<file path="src/rtl/pc_pkg.sv">
// rtl/pc_pkg.sv - shared state encoding and default vectors for the fetch PC generator
package pc_pkg;

   // Fetch FSM states: BOOT holds the reset vector for one cycle, RUN fetches
   localparam logic [0:0] ST_BOOT = 1'b0;
   localparam logic [0:0] ST_RUN  = 1'b1;

   // Default vectors and step used when the top is not overridden
   localparam logic [31:0] DEF_RESET_VEC = 32'h0000_0000;
   localparam logic [31:0] DEF_EXC_VEC   = 32'h0000_0100;
   localparam int          DEF_STEP      = 4;

endpackage

</file>
<file path="src/rtl/pc_redirect_buf.sv">
// rtl/pc_redirect_buf.sv - one-entry buffer for a redirect that arrives during a stall
module pc_redirect_buf
   import pc_pkg::*;
#(
   parameter int ADDR_W = 32
) (
   input  logic              clk,
   input  logic              rst_n,
   input  logic              load,
   input  logic              clear,
   input  logic [ADDR_W-1:0] new_target,
   output logic              pend,
   output logic [ADDR_W-1:0] target
);

   // Clear wins over load; a load while already pending overwrites the older target
   always_ff @(posedge clk or negedge rst_n) begin
      if (!rst_n) begin
         pend   <= 1'b0;
         target <= '0;
      end else if (clear) begin
         pend   <= 1'b0;
      end else if (load) begin
         pend   <= 1'b1;
         target <= new_target;
      end
   end

endmodule

</file>
<file path="src/rtl/pc_gen.sv">
// rtl/pc_gen.sv - fetch program-counter generator with stall hold, redirect buffer and trap
module pc_gen
   import pc_pkg::*;
#(
   parameter int                ADDR_W     = 32,
   parameter logic [ADDR_W-1:0] RESET_VEC  = DEF_RESET_VEC,
   parameter logic [ADDR_W-1:0] EXC_VEC    = DEF_EXC_VEC,
   parameter int                STEP       = DEF_STEP,
   parameter int                ALIGN_BITS = 2,
   parameter int                CNT_W      = 16
) (
   input  logic              clk,
   input  logic              rst_n,
   input  logic              stall_i,
   input  logic              redir_i,
   input  logic [ADDR_W-1:0] redir_pc_i,
   input  logic              exc_i,
   output logic [ADDR_W-1:0] pc_o,
   output logic              fetch_valid_o,
   output logic              pend_o,
   output logic              fault_o,
   output logic [ADDR_W-1:0] bad_pc_o,
   output logic [CNT_W-1:0]  adv_cnt_o
);

   // Mask of low bits that must be zero; an all-zero mask disables the check
   localparam logic [ADDR_W-1:0] ONE_W      = {{(ADDR_W-1){1'b0}}, 1'b1};
   localparam logic [ADDR_W-1:0] ALIGN_MASK = (ONE_W << ALIGN_BITS) - ONE_W;
   localparam logic [ADDR_W-1:0] STEP_W     = ADDR_W'(STEP);
   localparam logic [CNT_W-1:0]  CNT_ONE    = {{(CNT_W-1){1'b0}}, 1'b1};

   logic [0:0]        state;
   logic [ADDR_W-1:0] pc_q;
   logic [ADDR_W-1:0] pc_d;
   logic              pc_load;
   logic              fault_q;
   logic              fault_d;
   logic [ADDR_W-1:0] bad_pc_q;
   logic [ADDR_W-1:0] bad_pc_d;
   logic [CNT_W-1:0]  cnt_q;
   logic              misaligned;
   logic              buf_load;
   logic              buf_clear;
   logic              buf_pend;
   logic [ADDR_W-1:0] buf_target;

   assign misaligned = |(redir_pc_i & ALIGN_MASK);

   pc_redirect_buf #(
      .ADDR_W (ADDR_W)
   ) u_redirect_buf (
      .clk        (clk),
      .rst_n      (rst_n),
      .load       (buf_load),
      .clear      (buf_clear),
      .new_target (redir_pc_i),
      .pend       (buf_pend),
      .target     (buf_target)
   );

   // Next-PC selection in RUN: exception, trap, redirect, buffered redirect, stall, step
   always_comb begin
      pc_d      = pc_q;
      pc_load   = 1'b0;
      buf_load  = 1'b0;
      buf_clear = 1'b0;
      fault_d   = 1'b0;
      bad_pc_d  = bad_pc_q;
      if (state == ST_RUN) begin
         if (exc_i) begin
            pc_d      = EXC_VEC;
            pc_load   = 1'b1;
            buf_clear = 1'b1;
         end else if (redir_i && misaligned) begin
            pc_d      = EXC_VEC;
            pc_load   = 1'b1;
            buf_clear = 1'b1;
            fault_d   = 1'b1;
            bad_pc_d  = redir_pc_i;
         end else if (redir_i && !stall_i) begin
            pc_d      = redir_pc_i;
            pc_load   = 1'b1;
            buf_clear = 1'b1;
         end else if (redir_i) begin
            buf_load  = 1'b1;
         end else if (buf_pend && !stall_i) begin
            pc_d      = buf_target;
            pc_load   = 1'b1;
            buf_clear = 1'b1;
         end else if (!stall_i) begin
            pc_d      = pc_q + STEP_W;
            pc_load   = 1'b1;
         end
      end
   end

   // State, PC, trap record and advance counter; BOOT leaves everything but state untouched
   always_ff @(posedge clk or negedge rst_n) begin
      if (!rst_n) begin
         state    <= ST_BOOT;
         pc_q     <= RESET_VEC;
         fault_q  <= 1'b0;
         bad_pc_q <= '0;
         cnt_q    <= '0;
      end else begin
         state    <= ST_RUN;
         pc_q     <= pc_d;
         fault_q  <= fault_d;
         bad_pc_q <= bad_pc_d;
         if (pc_load) begin
            cnt_q <= cnt_q + CNT_ONE;
         end
      end
   end

   assign pc_o          = pc_q;
   assign fetch_valid_o = (state == ST_RUN);
   assign pend_o        = buf_pend;
   assign fault_o       = fault_q;
   assign bad_pc_o      = bad_pc_q;
   assign adv_cnt_o     = cnt_q;

endmodule

</file>
<file path="config.mk">
export PLATFORM = sky130hd
export DESIGN_NAME = pc_gen
export DESIGN_NICKNAME = d
export VERILOG_FILES = /design/src/rtl/pc_pkg.sv /design/src/rtl/pc_redirect_buf.sv /design/src/rtl/pc_gen.sv
export SDC_FILE = /design/constraint.sdc
export NUM_CORES = 1
export LEC_CHECK = 0
export ABC_AREA = 1
export CAP_MARGIN = 5
export CORE_MARGIN = 2
export CORE_UTILIZATION = 40
export CTS_BUF_LIST = sky130_fd_sc_hd__clkbuf_4
export DETAILED_ROUTE_END_ITERATION = 12
export PLACE_DENSITY = 0.63
export SLEW_MARGIN = 5
export SYNTH_ARGS = -nofsm -noshare
export SYNTH_HDL_FRONTEND = slang
export SYNTH_HIERARCHICAL = 1
export SYNTH_SLANG_ARGS = --single-unit
</file>
<file path="constraint.sdc">
create_clock -name clk -period 2.15 [get_ports clk]
set_input_delay 0.645 -clock clk [delete_from_list [all_inputs] [get_ports clk]]
set_output_delay 0.645 -clock clk [all_outputs]
set_load 0.01 [all_outputs]
</file>
==> metrics.txt <==
run status finished, final reports clean; final net count between 1000 and 1500; via count 6040; logic gate share of total power 0.269; Post-DP HPWL 12950 um; gr usage total 0.2252; Finished Cell Area 8539 sq um; register area share after synthesis 0.4661; Leak between 4 and 5 nW; RSZ-0062 raised after global routing no; crit path cell chain clkdlybuf4s50_1; switching power 1.977 mW; H-tree levels 4; CP required 1500 ps; CP bufs+invs 1; setup ws final 64.64 ps; Post-Place Cell Area 7794 sq um; DRT iter0 DRCs 548; dpl ws -184.5 ps; Port Buffers 119; critical path depth in cells 1; Critical Path End adv_cnt_o[12]; synthesized area per cell 7.213 sq um; # setup viols final 0; critical path startpoint adv_cnt_o[12]; CTS sink cnt about 120; Synth top area share 0.4661; Max clock buf depth 2; Mapped Area approximately 6200 sq um; Num CTS Buffers 17; largest net degree at the start of global routing 55; Final min period 2085 ps; Pint 4.102 mW; critical path's slowest cell clkdlybuf4s50_1; Core ar. roughly 15000 sq um; wire per inst about 14 um; gr ovfl total 0; Routed Antenna Nets 0; fmax 479.5 MHz; number of flops mapped to enable cells by yosys 0; first-pass GRT wire length ~29000 um; cells after synthesis between 800 and 900; initial antenna violation count 1; Critical Path Sink Type output pin; Synth-to-Final Area Change 38.30%; FILL cells 1461; starting density of the core 0.4077; YS warnings 6; Max FO, Critical Path 2; clock share of power 0.288; switching part of the total 0.3253; Pre-antenna DRT Iters 8; reg2reg setup slack between 100 and 150 ps; DR DRC count 0; Reg area 2897 sq um; post-synth top area cell dfrtp_1; # Max-Cap Violations 0; die height roughly 130 um; share of layout cells above drive strength 1 0.1419; Routed Wire Length 17980 um; Worst Skew 13.11 ps; multi-input logic area 2791 sq um; gpl congestion 0.8366; die area ~16000 sq um; Rows 45; clock root buffer master clkbuf_4; CTS tree done; highest cell delay on the worst timing path 530 ps; count leader, synth nand2_1; CP Data Arrival Time 1440 ps; reg2reg start pc_o[3]; vias in the first global route approximately 5500; Main synth FF type dfrtp_1; ys async rst share 1.000; PwrDens 711.9 nW/um^2; Hold Crit Class input pin to async pin; RR Endpoint pc_o[16]; Via density about 4.8; Peak VDD IR 0.4084 mV; Post-synth top cells nand2_1 (348), dfrtp_1 (115), nand3_1 (94); unique cell type count in the Yosys netlist 31; Reg power frac 0.443; R2R depth 12; Top delay family on crit path buffers and inverters; max-slew violation count 0; Yosys reg bits 115; IO Pins 120; Worst-path clk slew 120 ps; top cells by area, synth dfrtp_1 (47%), nand2_1 (21%), nand3_1 (7.6%), inv_1 (4.9%), o21ai_0 (3.4%); Final period util 0.9699; post-synthesis net count a little under 900; Setup CP Type flop to output pin; worst-skew pair later-pin latency 540 ps; final hold viol count 0; startpoint types flop; Die X 128.2 um
logic make-up after synthesis:
family / synth area share
buffers and inverters: 0.08348
AOI/OAI and AO/OA: 0.07882
and+or+nand+nor: 0.3457
adders and majority gates: 0.004052
DFF: 0.4661
xor gates and xnor gates: 0.02128
other: 0.0006073
through the flow:
stage | setup TNS, ps | total power [mW] | utilization | hold slack [ps] | std cells
6_report | 0 | 6.079 | 0.5638 | 26.76 | 1246
5_1_grt | 0 | 6.434 | 0.5638 | 11.73 | 1246
4_1_cts | 0 | 6.153 | 0.5551 | 2.657 | 1244
3_5_place_dp | -8743 | 4.289 | 0.5146 | 458.3 | 1170
3_3_place_gp | -7605 | 4.268 | 0.5146 | 454.2 | 1170
2_1_floorplan | 0 | 3.428 | - | 349.4 | 856
layout by cell type (no fill, tap or decap), types with 3 or more instances in the layout:
cell type        netlist  final
nor2_1                47     47
nor2_4                 3      4
bufinv_16              0      3
o21bai_1              10     10
nand3_1               94     94
o21ai_1                3      3
nand4_1                4      4
dfrtp_2                0     15
dfrtp_1              115    100
nor3_1                 5      4
nand2_2                3      3
clkinv_4               0      3
xor2_1                13     13
inv_1                 80     80
buf_4                  4     76
clkinvlp_4             0      6
a21oi_1               30     30
nand2_1              348    348
inv_2                  4      4
nor2_2                 7      6
dlygate4sd2_1          0     25
clkdlybuf4s50_1        0     46
buf_12                 0      7
o21ai_0               42     42
clkbuf_4               0     17
dlymetal6s2s_1         0     47
power by group through the flow:
stage | Clock, mW | Combinational (mW) | Sequential (mW)
after detailed placement | 0 | 1.47 | 2.82
final | 1.75 | 1.64 | 2.69
after global placement | 0 | 1.44 | 2.83
after CTS | 1.78 | 1.67 | 2.70
after global routing | 1.87 | 1.83 | 2.74
after floorplan | 0 | 0.558 | 2.87
worst register-to-register path, cell delays in order, from the launching register on:
cell	delay [ps]
dfrtp_1	380
buf_4	110
buf_4	110
ha_1	150
nand2_1	130
nor2_4	160
nand2_1	120
nor2_1	250
nand2_1	80
nand3_1	140
nand3_1	80
nand2_1	140
nand2_1	60
repair_timing:
action | in CTS | in global routing
gates cloned | 0 | 0
hold buffers | 0 | 0
setup endpoints to repair | 54 | 48
setup buffers | 42 | 1
pin swaps | 0 | 1
resized for setup | 40 | 48
routing by layer:
metal | track usage | wire length (um)
met1 | 0.3522 | 9102
met2 | 0.3145 | 7561
met3 | 0.04508 | 1110
met4 | 0.05947 | 201
met5 | 0 | 0
sequential cells by signal, indices dropped and copies added (netlist names):
name,cells
bad_pc_o,32
pc_o,32
u_redirect_buf/target,32
adv_cnt_o,16
fault_o,1
fetch_valid_o,1
u_redirect_buf/pend,1
worst min path at each step:
| stage | to | slack (ps) | startpoint |
|---|---|---|---|
| final | adv_cnt_o[7] | 30 | rst_n |
| after detailed placement | u_redirect_buf/target[20] | 460 | u_redirect_buf/target[20] |
| after CTS | adv_cnt_o[6] | 3 | rst_n |
| after floorplan | adv_cnt_o[0] | 350 | rst_n |
| after global placement | u_redirect_buf/target[20] | 450 | u_redirect_buf/target[20] |
| after global routing | adv_cnt_o[7] | 10 | rst_n |
cell type report:
| type | count | area share |
|---|---|---|
| Clock buffer | 17 | 0.01495 |
| Sequential cell | 115 | 0.3392 |
| Clock inverter | 15 | 0.02139 |
| Inverter | 86 | 0.03810 |
| Antenna cell | 1 | 0.0002930 |
| Timing Repair Buffer | 201 | 0.2316 |
| Tap cell | 188 | 0.02755 |
| Multi-Input combinational cell | 623 | 0.3269 |
(Power assumes the default switching activity.)
